$ cat config.mk
export PLATFORM = sky130hd
export DESIGN_NAME = serial_adder
export DESIGN_NICKNAME = d
export VERILOG_FILES = /design/src/rtl/adder_pkg.sv /design/src/rtl/full_adder_cell.sv /design/src/rtl/serial_adder.sv
export SDC_FILE = /design/constraint.sdc
export NUM_CORES = 1
export LEC_CHECK = 0
export ABC_CLOCK_PERIOD_IN_PS = 1400
export BUFFER_PORTS_ARGS = -buffer_cell sky130_fd_sc_hd__buf_2
export CORE_UTILIZATION = 25
export DETAILED_ROUTE_END_ITERATION = 12
export PLACE_DENSITY = 0.53
export SYNTH_ARGS = -nofsm -noshare
export SYNTH_HDL_FRONTEND = slang
export SYNTH_SLANG_ARGS = --single-unit
$ cat constraint.sdc
create_clock -name clk -period 1.4 [get_ports clk]
set_input_delay 0.28 -clock clk [delete_from_list [all_inputs] [get_ports clk]]
set_output_delay 0.28 -clock clk [all_outputs]
set_load 0.03 [all_outputs]
$ cat src/rtl/adder_pkg.sv
// Shared types and limits for the bit-serial adder.
package adder_pkg;

    // Controller states of the serial adder.
    typedef enum logic [1:0] {
        IDLE = 2'd0,
        RUN  = 2'd1,
        DONE = 2'd2
    } state_e;

    // Widest operand the adder is intended to handle.
    localparam int MAX_WIDTH = 32;

endpackage

$ cat src/rtl/full_adder_cell.sv
// Single-bit full adder built from two half adders and an OR gate.
// This is the only arithmetic logic in the serial adder.
module half_adder (
    input  logic a,
    input  logic b,
    output logic s,
    output logic c
);
    assign s = a ^ b;
    assign c = a & b;
endmodule

module full_adder_cell (
    input  logic a,
    input  logic b,
    input  logic cin,
    output logic s,
    output logic co
);
    logic s0;
    logic c0;
    logic c1;

    half_adder u_ha0 (.a(a),  .b(b),   .s(s0), .c(c0));
    half_adder u_ha1 (.a(s0), .b(cin), .s(s),  .c(c1));

    // Only one of the two half adders can generate a carry at a time.
    assign co = c0 | c1;
endmodule

$ cat src/rtl/serial_adder.sv
// Bit-serial adder: adds two WIDTH-bit operands plus carry-in, one bit per
// clock, LSB first, through a single full-adder cell.
// Optional feature macro: SERIAL_ADDER_OVF_EN (registered signed overflow
// flag); when undefined the ovf port is tied low.
module serial_adder
    import adder_pkg::*;
#(
    parameter int WIDTH = 8
) (
    input  logic             clk,
    input  logic             rst_n,
    input  logic             start,
    input  logic [WIDTH-1:0] a,
    input  logic [WIDTH-1:0] b,
    input  logic             cin,
    output logic             busy,
    output logic             done,
    output logic [WIDTH-1:0] sum,
    output logic             cout,
    output logic             ovf
);
    localparam int CNT_W = $clog2(WIDTH) + 1;

    state_e           state_reg;
    state_e           state_next;
    logic             accept;
    logic             last_bit;

    logic [WIDTH-1:0] a_reg;
    logic [WIDTH-1:0] b_reg;
    logic [WIDTH-1:0] work_reg;
    logic [WIDTH-1:0] work_next;
    logic             carry_reg;
    logic [CNT_W-1:0] cnt_reg;
    logic [WIDTH-1:0] sum_reg;
    logic             cout_reg;

    logic             fa_s;
    logic             fa_co;

    // Operands are shifted right each RUN cycle, so bit 0 is always the
    // bit currently being added.
    full_adder_cell u_fa (
        .a   (a_reg[0]),
        .b   (b_reg[0]),
        .cin (carry_reg),
        .s   (fa_s),
        .co  (fa_co)
    );

    assign last_bit = (cnt_reg == CNT_W'(WIDTH - 1));

    // Result bits enter at the MSB end; after WIDTH shifts the LSB has
    // reached bit 0, so work_next on the last bit is the complete sum.
    generate
        if (WIDTH == 1) begin : g_work_w1
            assign work_next = fa_s;
        end else begin : g_work_wn
            assign work_next = {fa_s, work_reg[WIDTH-1:1]};
        end
    endgenerate

    // State register.
    always_ff @(posedge clk) begin
        if (!rst_n) begin
            state_reg <= IDLE;
        end else begin
            state_reg <= state_next;
        end
    end

    // Next-state logic and handshake outputs decoded from the current state.
    always_comb begin
        state_next = state_reg;
        busy       = 1'b0;
        done       = 1'b0;
        accept     = 1'b0;
        case (state_reg)
            IDLE: begin
                if (start) begin
                    state_next = RUN;
                    accept     = 1'b1;
                end
            end
            RUN: begin
                busy = 1'b1;
                if (last_bit) begin
                    state_next = DONE;
                end
            end
            DONE: begin
                done = 1'b1;
                if (start) begin
                    state_next = RUN;
                    accept     = 1'b1;
                end else begin
                    state_next = IDLE;
                end
            end
            default: begin
                state_next = IDLE;
            end
        endcase
    end

    // Operand capture, bit-serial datapath and result registers.
    always_ff @(posedge clk) begin
        if (!rst_n) begin
            a_reg     <= '0;
            b_reg     <= '0;
            work_reg  <= '0;
            carry_reg <= 1'b0;
            cnt_reg   <= '0;
            sum_reg   <= '0;
            cout_reg  <= 1'b0;
        end else if (accept) begin
            a_reg     <= a;
            b_reg     <= b;
            carry_reg <= cin;
            work_reg  <= '0;
            cnt_reg   <= '0;
        end else if (state_reg == RUN) begin
            a_reg     <= a_reg >> 1;
            b_reg     <= b_reg >> 1;
            carry_reg <= fa_co;
            work_reg  <= work_next;
            cnt_reg   <= cnt_reg + CNT_W'(1);
            if (last_bit) begin
                sum_reg  <= work_next;
                cout_reg <= fa_co;
            end
        end
    end

    assign sum  = sum_reg;
    assign cout = cout_reg;

`ifdef SERIAL_ADDER_OVF_EN
    logic ovf_reg;

    // On the last bit carry_reg is the carry into the MSB; signed overflow
    // is that carry disagreeing with the carry out.
    always_ff @(posedge clk) begin
        if (!rst_n) begin
            ovf_reg <= 1'b0;
        end else if (state_reg == RUN && last_bit) begin
            ovf_reg <= carry_reg ^ fa_co;
        end
    end

    assign ovf = ovf_reg;
`else
    assign ovf = 1'b0;
`endif

endmodule
; Yosys cells after proc, flatten, opt, wreduce, memory -nomap -nowiden
; Index checks and enable logic that the tools add are counted.
[totals]
memories = 0
out_inout_bits = 12
latch_bits = 0
register_bits = 40
inputBits = 20
romBits = 0
ramBits = 0
word_cells = 41
[classes]
div = 0
bitwise = 7
n_shift = 0
n_lt_le_gt_ge = 0
addsub = 1
n_eq_ne = 5
multipliers = 0
n_mux = 14
n_reduce_logical = 6
[op_table]
columns = op, n
row1 = 8-bit two-way mux, 4
row2 = 1-bit two-way mux, 7
row3 = 2-bit one-hot mux with 3 select lines, 1
row4 = "4-bit by 1-bit adder with 4-bit output, second input constant", 1
row5 = "4-bit by 3-bit == test with 1-bit output, second input constant", 1
row6 = 2-bit two-way mux, 2
row7 = "2-bit inequality test, second input constant", 2
row8 = 2-bit OR reduction, 2
row9 = 3-bit AND reduction, 1
row10 = 1-bit bitwise AND, 2
row11 = "2-bit by 1-bit == test with 1-bit output, second input constant", 1
row12 = "2-bit == test, second input constant", 1
row13 = 2-bit logical NOT, 1
row14 = 1-bit inverter, 2
row15 = 2-bit AND reduction, 1
row16 = 2-bit nonzero test, 1
row17 = 1-bit bitwise XOR, 2
row18 = 1-bit OR, 1

; Depth between registers and ports, before layout
; Gate-level depths: netlist of the first run.
[depth]
ltp_word = 5
ltp_mapped = 5
ltp_nobuf = 4

; Cells and area by module
; A second synthesis of the first run with hierarchy kept.
[unflattened]
cells_unflattened = 185
hier_area_um2 = 1595.3
[modules_own_cells]
columns = mod, area_each_um2, seq_area_each_um2, instances, cells_each
row1 = serial_adder, 1564.0, 780.7, 1, 182
row2 = half_adder, 12.5, 0.0, 2, 1
row3 = full_adder_cell, 6.3, 0.0, 1, 1

; Worst setup path after synthesis of the first run
; Ideal clock, no wire load.
[synth_path]
kind = flip-flop to flip-flop
start = register state_reg[1]
end = register a_reg[2]
setup_ns = 0.119
t_required_ns = 1.281
path_buffers = 1
setup_slack_ns = 0.199
period_less_slack_ns = 1.201
t_arrival_ns = 1.082
stages_incl_launch_ff = 6
path_cell_list = dfxtp_1 -> nand2b_1 -> clkinv_1 -> buf_2 -> nor3_1 -> nor2_1
[synth_via]
elab_chain_len = 4
elab_cells_between_ends = 7
cone_classes = 2 x eq/ne / 2 x mux / 3 x reduce/logical
[synth_lines]
columns = item, line_no
row1 = start: declaration, serial_adder.sv:24  ; state_e state_reg;
row2 = start signal: assignment, serial_adder.sv:68  ; state_reg <= state_next;
row3 = 2-bit == test or 2-bit logical NOT (tied branches), serial_adder.sv:78  ; case (state_reg)
row4 = 2-bit OR reduction (no line), n/a
row5 = 1-bit two-way mux, n/a
row6 = 8-bit two-way mux or 2-bit nonzero test (tied branches), n/a
row7 = end signal: assignment, serial_adder.sv:123  ; a_reg <= a_reg >> 1;
row8 = end: declaration, serial_adder.sv:29  ; logic [WIDTH-1:0] a_reg;
; Several ways; a longest one is shown, not always the timed one.
; A chain may end at the register's enable or synchronous reset.

; Final worst setup path of the first run
[layout_path]
start = register state_reg[1]
end = output port busy
[layout_via]
elab_chain_len = 2
[layout_lines]
columns = item, line_no
row1 = 2-bit by 1-bit == test with 1-bit output, serial_adder.sv:78
row2 = 1-bit two-way mux, serial_adder.sv:78
row3 = end: declaration, serial_adder.sv:16  ; output logic busy,
; No other way between the ends.

==> results of run 1 <==
worst max-delay path: stages (launching register included):
cell and delay (ns):
dfxtp_2 0.32, nand2b_4 0.15, inv_4 0.06, buf_12 0.14, buf_8 0.13
cell type report:
| class | count | area (sq um) | share of cell area |
|---|---|---|---|
| clock inverter | 3 | 43.8 | 0.0215 |
| clock buffer | 5 | 68.8 | 0.0338 |
| sequential | 39 | 783 | 0.385 |
| inverter | 1 | 6.26 | 0.00308 |
| tap | 75 | 93.8 | 0.0462 |
| timing repair buffer | 43 | 308 | 0.151 |
| multi-input combinational | 129 | 729 | 0.359 |
cell families after synthesis:
group	count (synthesis)
other cells	1
xor+xnor	2
fa+ha+maj	2
simple gates	80
mux	9
flops	39
buf+inv	15
compound gates	35
worst paths after layout:
check,startpoint,end
setup / recovery,state_reg[1],busy
hold / removal,b[7],b_reg[7]
setup reg to reg,cnt_reg[1],sum[5]
hold reg to reg,b_reg[7],b_reg[7]
metrics by stage:
stage / total power, mW / worst slack (ns)
after detailed placement: 1.50 / 0.0688
final: 2.40 / 0.0334
after global routing: 2.55 / -0.0324
after floorplan: 1.39 / 0.199
after global placement: 1.50 / 0.125
after CTS: 2.44 / 0.000402
report_power, final:
group	internal, mW	switching (mW)	total, mW	leakage [nW]
sequential	1.16	0.0308	1.19	0.319
combinational	0.131	0.159	0.290	0.402
clock	0.531	0.393	0.924	0.0581
total	1.82	0.583	2.40	0.779
cells in the mapped netlist, drive strengths merged (2+ instances only):
cell | number | area [sq um]
a22oi | 3 | 22.5
mux2i | 9 | 90.1
nand2 | 47 | 176
o21ai | 5 | 25.0
a31oi | 4 | 25.0
a21oi | 11 | 55.1
buf | 11 | 63.8
nand3b | 2 | 15.0
a21boi | 4 | 30.0
nor2 | 11 | 48.8
dfxtp | 39 | 781
o221ai | 8 | 70.1
nor2b | 2 | 12.5
nand2b | 2 | 12.5
nand3 | 5 | 25.0
clkbuf | 3 | 11.3
nor3 | 8 | 40.0
what timing repair did:
item / CTS / global route
resized for setup: 6 / 2
endpoints found under the hold margin: 0 / 0
setup buffers: 0 / 2
setup endpoints to repair: 1 / 8
pin swaps: 0 / 1
gates cloned: 0 / 0
layer usage:
metal | vias to the layer above | track usage
met4 | 0 | 0.0482
met5 | - | 0
met1 | 629 | 0.152
met3 | 2 | 0.0378
li1 | 690 | -
met2 | 19 | 0.198
==> metrics, run 1 <==
status=complete, no violations; CP endpoint kind=primary output; Die X=81.5 um; asr flop ratio synth=0; # setup viols final=0; Pre-Repair DR Iteration Count=4; CTS H-tree lvls=2; adder and majority gate portion of the synthesized area=0.0206; M1 wire length=1750 um; DR WL/cell=12.0 um; post-synth net total=205; RSZ-0062 raised after global routing=true; drc violations=0; Core ar.=6030 sq um; Post-synth EDFFs=0; row count=28; vias per std cell=4.54; Post-Syn Area=1580 sq um; r2r setup slk=0.16 ns; Fin. Hold Viols=0; FF+latch count, synth=39; IO Pins=32; overall routing resource usage=0.123; CTS tree=built; synth unique cells=29; Post-DP HPWL=2430 um; mux contribution to synthesized area=0.0570; crit-path max FO=18; ratio of cells with drive above 1 in the final layout=0.255; initial antenna violation count=0; Port Buf Inserts=30; worst min-delay path category=in -> reg; vias in the first global route=1,292; cts hold-fix bufs=0; compound-gate portion of the synthesized area=0.144; Die ar.=6650 sq um; antenna-violating nets left=0; Synth Instances=183; sequential share of the synthesized area=0.494; Initial Util=0.262; Final Cell Area=2030 sq um; met3 routed WL=154 um; first-pass GRT wire length=6110 um; CTS Buffer Depth=2; largest net degree at the start of global routing=19; XOR/XNOR Fraction of Synth Area=0.0111; Achievable Freq=0.732 GHz; nets@finish=241; Hold Crit Depth=3; Fin Hold WS=0.229 ns; fin crit period=1.37 ns; Syn Area/Cell=8.64 sq um; placed insts=285; area growth from synthesis to layout=28.6%; critical path startpoint category=flop; die height=81.5 um; ratio of final minimum period to clock period=0.976; most frequent cells in the layout=47 x nand2_1, 37 x dfxtp_1, 29 x buf_2; final std cells w/o fill=295; fin util=0.337; Slew Viols, Final=0; Max Cap Violations=0; Top Layer Used=met4; DP Area=1870 sq um; pwr/cell area=1180 nW/um^2; Critical Path RT=1.12 ns; clock latency at the later pin of the worst-skew pair=0.29 ns; CTS clk-pin slew, worst paths=0.08 ns; clk sinks=39; met2 routed WL=1600 um; Reg2Reg Depth=5; Fin Setup TNS=0 ns; CP Class=reg -> out; commonest non-fill, non-tap cell in the layout=nand2_1; Synth Warn #=0; Root Buffer Master=clkbuf_8; Routed WL=3540 um; Leak=0.779 nW; simple-gate share of the synthesized area=0.222; DR iter-0 viols=34; Setup Skew=0.00913 ns; Peak VDD IR=0.430 mV; antenna diode count=0; fillcell total=665; Post-synth top flop=dfxtp_1; largest family of logic cells by synthesized area=simple AND/OR/NAND/NOR gates; GRT Residual Overflow=0; routability cong.=0.672; clock buffer count from CTS=5; Worst EP arrival=1.09 ns; Vias=1,340
Note: power is estimated with default switching activity, not from simulation.
==> inputs of run 2 (changes only) <==
Settings changed: ABC_CLOCK_PERIOD_IN_PS 1400 to 1680.
Clock period 1.4 ns to 1.68 ns, I/O delays scaled along.
==> metrics, run 2 (same netlist as run 1, synthesis figures left out) <==
status=complete, no violations; Port Buf Inserts=30; Critical Path RT=1.34 ns; Initial Util=0.262; DR iter-0 viols=65; crit-path max FO=8; Reg2Reg Launch Point=state_reg[0]; GRT Residual Overflow=0; CP endpoint=busy; clk sinks=39; CTS clk-pin slew, worst paths=0.08 ns; worst min-delay path category=in -> reg; ratio of cells with drive above 1 in the final layout=0.230; Psw=496 uW; Reg area=781 sq um; Achievable Freq=0.647 GHz; pwr/cell area=959 nW/um^2; Peak VDD IR=0.364 mV; CP max-delay cell=dfxtp_1; most frequent cells in the layout=47 x nand2_1, 39 x dfxtp_1, 30 x buf_2; nets@finish=238; CP Class=reg -> out; footprint of the multi-input gates=722 sq um; Fin. Hold Viols=0; sequential share of power=0.539; Post-DP HPWL=2410 um; Slew Viols, Final=0; commonest non-fill, non-tap cell in the layout=nand2_1; Internal=1.34 mW; DR WL/cell=11.9 um; Reg2Reg Depth=4; overall routing resource usage=0.120; critical path startpoint category=flop; # setup viols final=0; Die ar.=6650 sq um; Setup Fix Bufs, Post-CTS=0; die height=81.5 um; Final Cell Area=1920 sq um; Worst EP arrival=1.21 ns; Core ar.=6030 sq um; fillcell total=675; CTS Buffer Depth=2; CTS tree=built; CP startpoint=state_reg[1]; DP Area=1830 sq um; clock buffer count from CTS=5; ratio of final minimum period to clock period=0.920; Comb pwr share=0.117; RSZ-0062 raised after global routing=false; crit-path cells=nand2b_1, clkinvlp_4, buf_2; Routed WL=3470 um; antenna diode count=0; Hold Crit Depth=3; IO Pins=32; Fin Setup TNS=0 ns; largest net degree at the start of global routing=29; antenna-violating nets left=0; r2r setup slk=0.26 ns; Setup Skew=0.00938 ns; vias per std cell=4.60; fin crit period=1.55 ns; clock network fraction of total power=0.344; max incr delay on CP=0.33 ns; CTS H-tree lvls=2; Post-CTS Resized=0; fin util=0.318; initial antenna violation count=0; cts hold-fix bufs=0; Pre-Repair DR Iteration Count=4; row count=28; Vias=1,342; area growth from synthesis to layout=21.3%; Leak=0.719 nW; Max Cap Violations=0; Net Sw Frac=0.269; Root Buffer Master=clkbuf_8; R2R Path End=sum[0]; clock latency at the later pin of the worst-skew pair=0.29 ns; drc violations=0; routability cong.=0.667; first-pass GRT wire length=6020 um; vias in the first global route=1,293; CP endpoint kind=primary output; Die X=81.5 um
## run 2: area by class of cell
| type | count | area share |
|---|---|---|
| flip-flops and latches | 39 | 0.407 |
| clock buffers | 5 | 0.0359 |
| repair buffers | 40 | 0.117 |
| multi-input cells | 129 | 0.376 |
| clock inverters | 3 | 0.0104 |
| inverters | 1 | 0.00391 |
| well taps | 75 | 0.0489 |
## run 2: metrics by stage
stage,std cells,hold slack [ns],worst slack (ns),power [mW]
6_report,292,0.297,0.134,1.84
5_1_grt,292,0.298,0.0315,1.94
4_1_cts,292,0.296,0.0825,1.86
3_5_place_dp,284,0.446,0.304,1.23
3_3_place_gp,284,0.444,0.341,1.23
2_1_floorplan,183,0.432,0.479,1.16
## run 2: worst min path at each step
stage / slack (ns) / endpoint / startpoint
2_1_floorplan: 0.43 / b_reg[7] / b_reg[7]
3_3_place_gp: 0.44 / sum[7] / sum[7]
3_5_place_dp: 0.45 / sum[2] / sum[2]
5_1_grt: 0.30 / b_reg[7] / b[7]
6_report: 0.30 / b_reg[7] / b[7]
4_1_cts: 0.30 / b_reg[7] / b[7]
## run 2: routing by layer
layer  routed length, um  vias up  track usage  part of all wire
li1                    -      689            -                 -
met3                 182        7       0.0422             0.052
met1                1650      622        0.147              0.48
met2                1590       24        0.193              0.46
met4                  44        0       0.0429             0.013
met5                   0        -            0                 0
## run 2: critical path, delay by kind of cell (launching register included)
family	cells	cell delay, ns
buffers and inverters	2	0.41
DFF	1	0.33
and+or+nand+nor	1	0.17
## run 2: power groups by stage
stage	clock [mW]	combinational (mW)	sequential, mW
floorplan	0	0.149	1.01
global placement	0	0.216	1.01
detailed placement	0	0.216	1.01
CTS	0.656	0.217	0.992
global route	0.697	0.246	0.998
finish	0.633	0.215	0.992
